[src/rtl/mem_stage_if.sv]
// mem_stage_if: byte-wide shared RAM port between the memory stage and the
// arbiter/RAM side. Also carries the pipeline op encoding shared by users.

`ifndef MEM_STAGE_OPS_DEFINED
`define MEM_STAGE_OPS_DEFINED
`define OpLen 4
`define NOP 4'd0
`define LB  4'd1
`define LH  4'd2
`define LW  4'd3
`define LBU 4'd4
`define LHU 4'd5
`define SB  4'd6
`define SH  4'd7
`define SW  4'd8
`define ADD 4'd9
`endif

interface mem_stage_if;
  logic        mem_req;
  logic        mem_gnt;
  logic [31:0] mem_a;
  logic        mem_wr;
  logic [7:0]  mem_dout;
  logic [7:0]  mem_din;

  modport master (output mem_req, mem_a, mem_wr, mem_dout, input mem_gnt, mem_din);
  modport slave  (input mem_req, mem_a, mem_wr, mem_dout, output mem_gnt, mem_din);
endinterface

[src/rtl/mem_stage.sv]
// mem_stage: memory-access pipeline stage between EX/MEM and MEM/WB.
// Runs byte/half/word loads and stores over a shared byte-wide RAM port,
// stalling upstream until the access completes; other ops pass straight through.
// Optional feature: define MEM_MISALIGN_TRAP_EN to trap misaligned half/word
// accesses (no RAM access, misalign flag in DONE) instead of running them bytewise.

`ifndef MEM_STAGE_OPS_DEFINED
`define MEM_STAGE_OPS_DEFINED
`define OpLen 4
`define NOP 4'd0
`define LB  4'd1
`define LH  4'd2
`define LW  4'd3
`define LBU 4'd4
`define LHU 4'd5
`define SB  4'd6
`define SH  4'd7
`define SW  4'd8
`define ADD 4'd9
`endif

module mem_stage #(
  parameter int RD_LAT = 1
) (
  input  logic              clk,
  input  logic              rst,
  input  logic [`OpLen-1:0] op_i,
  input  logic [31:0]       mem_addr_i,
  input  logic [31:0]       rd_data_i,
  input  logic [4:0]        rd_addr_i,
  output logic [31:0]       rd_data_o,
  output logic [4:0]        rd_addr_o,
  output logic              mem_stall,
  output logic              misalign,
  mem_stage_if.master       bus
);

  typedef enum logic [2:0] {IDLE, GNT, ACCESS, DRAIN, DONE} state_e;

  state_e      state_q;
  logic [31:0] base_q;
  logic [31:0] data_q;      // store data, or load bytes as they arrive
  logic [4:0]  rd_q;
  logic        store_q;
  logic        signed_q;
  logic [1:0]  last_q;      // index of the final byte (n-1)
  logic [1:0]  idx_q;
  logic [1:0]  drain_q;
  logic        misal_q;
  logic [31:0] a_q;
  logic        wr_q;
  logic [7:0]  dout_q;
  // Tags of issued load bytes travelling alongside the RAM read latency.
  logic        pend_vld_q  [RD_LAT];
  logic [1:0]  pend_slot_q [RD_LAT];

  logic        is_mem;
  logic        is_store;
  logic        is_signed;
  logic [1:0]  last_idx;
  logic        misal_det;
  logic [31:0] load_val;

  // Decode the incoming op into access size, direction and extension.
  always_comb begin
    is_mem    = 1'b0;
    is_store  = 1'b0;
    is_signed = 1'b0;
    last_idx  = 2'd0;
    case (op_i)
      `LB:  begin is_mem = 1'b1; is_signed = 1'b1; end
      `LBU: begin is_mem = 1'b1; end
      `SB:  begin is_mem = 1'b1; is_store = 1'b1; end
      `LH:  begin is_mem = 1'b1; is_signed = 1'b1; last_idx = 2'd1; end
      `LHU: begin is_mem = 1'b1; last_idx = 2'd1; end
      `SH:  begin is_mem = 1'b1; is_store = 1'b1; last_idx = 2'd1; end
      `LW:  begin is_mem = 1'b1; last_idx = 2'd3; end
      `SW:  begin is_mem = 1'b1; is_store = 1'b1; last_idx = 2'd3; end
      default: ;
    endcase
  end

`ifdef MEM_MISALIGN_TRAP_EN
  assign misal_det = is_mem && (((last_idx == 2'd1) && mem_addr_i[0]) ||
                                ((last_idx == 2'd3) && (mem_addr_i[1:0] != 2'b00)));
`else
  assign misal_det = 1'b0;
`endif

  // Sign- or zero-extend the assembled load value to 32 bits.
  always_comb begin
    case (last_q)
      2'd0:    load_val = {{24{signed_q & data_q[7]}}, data_q[7:0]};
      2'd1:    load_val = {{16{signed_q & data_q[15]}}, data_q[15:0]};
      default: load_val = data_q;
    endcase
  end

  // Access FSM: latch the op, wait for grant, stream bytes, drain reads, report.
  always_ff @(posedge clk) begin
    if (!rst) begin
      state_q  <= IDLE;
      base_q   <= '0;
      data_q   <= '0;
      rd_q     <= '0;
      store_q  <= 1'b0;
      signed_q <= 1'b0;
      last_q   <= '0;
      idx_q    <= '0;
      drain_q  <= '0;
      misal_q  <= 1'b0;
      a_q      <= '0;
      wr_q     <= 1'b0;
      dout_q   <= '0;
      for (int k = 0; k < RD_LAT; k++) begin
        pend_vld_q[k]  <= 1'b0;
        pend_slot_q[k] <= '0;
      end
    end else begin
      for (int k = RD_LAT - 1; k > 0; k--) begin
        pend_vld_q[k]  <= pend_vld_q[k-1];
        pend_slot_q[k] <= pend_slot_q[k-1];
      end
      pend_vld_q[0]  <= (state_q == ACCESS) && !store_q;
      pend_slot_q[0] <= idx_q;
      if (pend_vld_q[RD_LAT-1]) begin
        data_q[{pend_slot_q[RD_LAT-1], 3'b000} +: 8] <= bus.mem_din;
      end

      unique case (state_q)
        IDLE: begin
          if (is_mem) begin
            base_q   <= mem_addr_i;
            data_q   <= is_store ? rd_data_i : 32'd0;
            rd_q     <= rd_addr_i;
            store_q  <= is_store;
            signed_q <= is_signed;
            last_q   <= last_idx;
            misal_q  <= misal_det;
            state_q  <= misal_det ? DONE : GNT;
          end
        end
        GNT: begin
          if (bus.mem_gnt) begin
            state_q <= ACCESS;
            idx_q   <= 2'd0;
            a_q     <= base_q;
            wr_q    <= store_q;
            dout_q  <= store_q ? data_q[7:0] : 8'd0;
          end
        end
        ACCESS: begin
          if (idx_q == last_q) begin
            a_q     <= '0;
            wr_q    <= 1'b0;
            dout_q  <= '0;
            drain_q <= 2'd0;
            state_q <= store_q ? DONE : DRAIN;
          end else begin
            idx_q  <= idx_q + 2'd1;
            a_q    <= base_q + 32'(idx_q) + 32'd1;
            dout_q <= store_q ? data_q[{idx_q + 2'd1, 3'b000} +: 8] : 8'd0;
          end
        end
        DRAIN: begin
          if (drain_q == 2'(RD_LAT - 1)) state_q <= DONE;
          else                           drain_q <= drain_q + 2'd1;
        end
        DONE: begin
          state_q <= IDLE;
          misal_q <= 1'b0;
        end
        default: state_q <= IDLE;
      endcase
    end
  end

  // Pipeline-facing outputs: passthrough/detect in IDLE, result in DONE.
  always_comb begin
    rd_data_o   = '0;
    rd_addr_o   = '0;
    mem_stall   = 1'b0;
    bus.mem_req = 1'b0;
    misalign    = 1'b0;
    unique case (state_q)
      IDLE: begin
        if (rst) begin
          if (is_mem) begin
            mem_stall   = 1'b1;
            bus.mem_req = !misal_det;
          end else begin
            rd_data_o = rd_data_i;
            rd_addr_o = rd_addr_i;
          end
        end
      end
      GNT, ACCESS, DRAIN: begin
        mem_stall   = 1'b1;
        bus.mem_req = 1'b1;
      end
      DONE: begin
        misalign = misal_q;
        if (!misal_q && !store_q) begin
          rd_data_o = load_val;
          rd_addr_o = rd_q;
        end
      end
      default: ;
    endcase
  end

  assign bus.mem_a    = a_q;
  assign bus.mem_wr   = wr_q;
  assign bus.mem_dout = dout_q;

endmodule

[src/flat_wrapper.sv]
// flat-port wrapper written by rule: the top's interface ports become plain ports
module mem_stage_flat 
#(
  parameter int RD_LAT = 1
)
  (clk, rst, op_i, mem_addr_i, rd_data_i, rd_addr_i, rd_data_o, rd_addr_o, mem_stall, misalign, bus_mem_req, bus_mem_a, bus_mem_wr, bus_mem_dout, bus_mem_gnt, bus_mem_din);
  mem_stage_if bus_i ();
  input  logic clk;
  input  logic rst;
  input  logic [`OpLen-1:0] op_i;
  input  logic [31:0] mem_addr_i;
  input  logic [31:0] rd_data_i;
  input  logic [4:0] rd_addr_i;
  output logic [31:0] rd_data_o;
  output logic [4:0] rd_addr_o;
  output logic mem_stall;
  output logic misalign;
  output wire logic [$bits(bus_i.mem_req)-1:0] bus_mem_req;
  output wire logic [$bits(bus_i.mem_a)-1:0] bus_mem_a;
  output wire logic [$bits(bus_i.mem_wr)-1:0] bus_mem_wr;
  output wire logic [$bits(bus_i.mem_dout)-1:0] bus_mem_dout;
  input wire logic [$bits(bus_i.mem_gnt)-1:0] bus_mem_gnt;
  input wire logic [$bits(bus_i.mem_din)-1:0] bus_mem_din;
  assign bus_mem_req = bus_i.mem_req;
  assign bus_mem_a = bus_i.mem_a;
  assign bus_mem_wr = bus_i.mem_wr;
  assign bus_mem_dout = bus_i.mem_dout;
  assign bus_i.mem_gnt = bus_mem_gnt;
  assign bus_i.mem_din = bus_mem_din;
  mem_stage #(.RD_LAT(RD_LAT)) u_core (.clk(clk), .rst(rst), .op_i(op_i), .mem_addr_i(mem_addr_i), .rd_data_i(rd_data_i), .rd_addr_i(rd_addr_i), .rd_data_o(rd_data_o), .rd_addr_o(rd_addr_o), .mem_stall(mem_stall), .misalign(misalign), .bus(bus_i));
endmodule
[config.mk]
export PLATFORM = sky130hd
export DESIGN_NAME = mem_stage_flat
export DESIGN_NICKNAME = d
export VERILOG_FILES = /design/src/rtl/mem_stage_if.sv /design/src/rtl/mem_stage.sv /design/src/flat_wrapper.sv
export SDC_FILE = /design/constraint.sdc
export NUM_CORES = 1
export LEC_CHECK = 0
export BUFFER_PORTS_ARGS = -buffer_cell sky130_fd_sc_hd__buf_2
export CORE_MARGIN = 5
export CORE_UTILIZATION = 50
export DETAILED_ROUTE_END_ITERATION = 12
export PLACE_DENSITY_LB_ADDON = 0.12
export SYNTH_ARGS = -nofsm -noshare
export SYNTH_HDL_FRONTEND = slang
export SYNTH_SLANG_ARGS = --single-unit
[constraint.sdc]
create_clock -name clk -period 5.3 [get_ports clk]
set_input_delay 0.795 -clock clk [delete_from_list [all_inputs] [get_ports clk]]
set_output_delay 0.795 -clock clk [all_outputs]
set_load 0.05 [all_outputs]
==> flow_summary.ini <==
[power_and_ir_drop]
p_comb_frac = 0.257
p_per_area_nw_per_um2 = 380
power.leakage_nw = 3.19
peakVddDrop_uv = 246
clockPowerShare = 0.366
p_sw_mw = 1.06
p_sw_frac = 0.345
p_seq_frac = 0.377
intPower_mw = 2.02

[yosys]
synth_nets = 909
synth-main-ff-cell = dfxtp_1
yosysWarnings = 0
synth-seq-cells = 124
netlist_area_sq_um = 6750
syn_inst = 816
syn_avg_cell_area_sq_um = 8.28
ys_types = 61
synth-async-reset-ratio = 0
synth_edf_count = 0
synth-seq-area-share = 0.368

[routing]
routed-wl-met3_microns = 1370
wirelength_microns = 19800
met1Wirelength_microns = 8220
ant_nets = 0
vias = 6758
top_layer_used = met4
first_pass_iters = 5
drc_errors = 0
wl_per_cell_microns = 17.6
met2_length_microns = 9760
dr.first_iter.drc_count = 611
viasPerCell = 5.99

[layout]
final_cell_mix = 163 x buf_2, 133 x nand2_1, 124 x dfxtp_1
nFillCells = 1213
layout.nets = 1032
drive_above_1_share = 0.235
final_common_cell = buf_2
fin_area_sq_um = 8110
areaGrowthSynthToFinish_pct = 20.1
antenna_cells = 0

[clock_tree]
ctsHoldBuffers = 0
cts.sinks = 124
clk_path_buf_depth = 2
path_clk_slew_ns = 0.05
root_buffer = clkbuf_16
cts_tree = built
clkLatencyLatePin_ns = 0.42
cts_buffers = 17
cts_resized = 0
cts_max_level = 4
post_cts_buffers = 0

[die]
floorplan.initialDensity = 0.510
die_area_sq_um = 15900
io_pins = 165
core.rowCount = 42
die_y_microns = 126
core_sq_um = 13200
die_w_microns = 126

[grt]
grtUsageTotal = 0.244
grt_pass1_wl_microns = 32100
grt_pass1_vias = 6563
overflow = 0
grt_max_degree = 62
antenna_found_initial = 0

[min_path]
hp-class = flop to flop

[job]
max_cap_violations = 0

[timing]
tightest_slew_ns = 1.24
rsz0062_at_grt = no
clock.fmax_mhz = 259
fin_crit_ns = 3.86
max_slew_margin = 0.174
finClkSkew_ns = 0.00690
fin_crit_sh = 0.728
finalHoldViolCount = 0
fin_tns_setup_ns = 0
maxSlewViolCount = 0
final-setup-viol-count = 0

[worst_setup_path]
path_max_fanout = 29
max_stage_delay_ns = 1.04
cp_data_arrival_time_ns = 3.07
path_cells = a21oi_1 > nor3_2 > a22o_1 > buf_2
ff2ff_setup_slack_ns = 1.98
required_ns = 4.51
cp-start-kind = flop
slowest_stage = dfxtp_1
worstSetupEndpointType = output pin
crit_type = flop to output pin

[run_status]
status = complete, no violations

[placed_design]
placed_cell_area_sq_um = 7540
hpwl_microns = 14200
portBuffers = 163
globalplace.congestion = 0.927
synthesized netlist by cell type (all sizes together), types with 24 or more instances:
cell | number | area [sq um]
nand2 | 134 | 503
dfxtp | 124 | 2480
a21oi | 50 | 254
nor2 | 48 | 188
a21boi | 47 | 353
o21ai | 45 | 225
clkbuf | 41 | 154
a22o | 32 | 280
nor3b | 27 | 208
a221oi | 26 | 228
a22oi | 24 | 180
buf | 24 | 151
xnor2 | 24 | 218
kinds of logic after synthesis:
kind of cell / count (synthesis) / share of synthesized area
adder cells (fa/ha/maj): 9 / 0.0178
flip-flops: 124 / 0.368
AND/OR/NAND/NOR: 320 / 0.241
XOR/XNOR: 32 / 0.0426
AO/OA/AOI/OAI: 241 / 0.247
multiplexers: 11 / 0.0313
other: 1 / 0.000555
buffers and inverters: 78 / 0.0524
sequential cells by signal, summed over array words and instances, names as in the netlist:
signal               flops
u_core.store_q           1
u_core.data_q           32
u_core.bus.mem_wr        1
u_core.bus.mem_a        32
u_core.last_q            2
u_core.base_q           32
u_core.pend_slot_q       2
u_core.drain_q           2
u_core.bus.mem_dout      8
u_core.signed_q          1
u_core.pend_vld_q        1
u_core.state_q           3
u_core.idx_q             2
u_core.rd_q              5
power groups by stage:
stage / clock (mW) / sequential (mW) / combinational [mW]
3_5_place_dp: 0 / 1.18 / 0.789
3_3_place_gp: 0 / 1.17 / 0.771
2_1_floorplan: 0 / 1.18 / 0.576
4_1_cts: 1.14 / 1.16 / 0.793
6_report: 1.13 / 1.16 / 0.793
5_1_grt: 1.18 / 1.17 / 0.862
per-layer routing:
| metal | vias to the layer above | global-route usage |
|---|---|---|
| met4 | 0 | 0.101 |
| met5 | - | 0 |
| met3 | 44 | 0.0529 |
| met2 | 312 | 0.415 |
| li1 | 3183 | - |
| met1 | 3219 | 0.300 |
final timing paths:
path,to,from,depth (start not counted)
worst max-delay path,rd_data_o[17],u_core.last_q[1],4
worst min-delay path,u_core.bus.mem_a[12],u_core.bus.mem_a[12],2
worst max register to register,u_core.bus.mem_a[23],u_core.state_q[1],5
worst min register to register,u_core.bus.mem_a[12],u_core.bus.mem_a[12],2
worst max-delay path: cells and delay by family (launching register included):
family	cells	cell delay, ns
and+or+nand+nor	1	0.93
buffers and inverters	1	0.27
DFF	1	1.04
AOI/OAI and AO/OA	2	0.38
per-stage QoR:
step,hold slack (ns),util,setup WS (ns),power [mW],instances
final,0.443,0.613,1.44,3.08,1128
after detailed placement,0.439,0.569,1.73,1.96,1096
after floorplan,0.443,-,1.81,1.76,816
after CTS,0.446,0.613,1.46,3.09,1128
after global routing,0.468,0.613,1.30,3.22,1128
after global placement,0.430,0.569,1.85,1.94,1096
layout make-up:
cell class | count | area [sq um] | area share
timing repair buffer | 169 | 861 | 0.106
clock inverter | 7 | 87.6 | 0.0108
inverter | 13 | 48.8 | 0.00601
tap | 176 | 220 | 0.0271
clock buffer | 25 | 485 | 0.0598
sequential | 124 | 2480 | 0.306
multi-input combinational | 614 | 3930 | 0.484
Note: power is estimated with default switching activity, not from simulation.
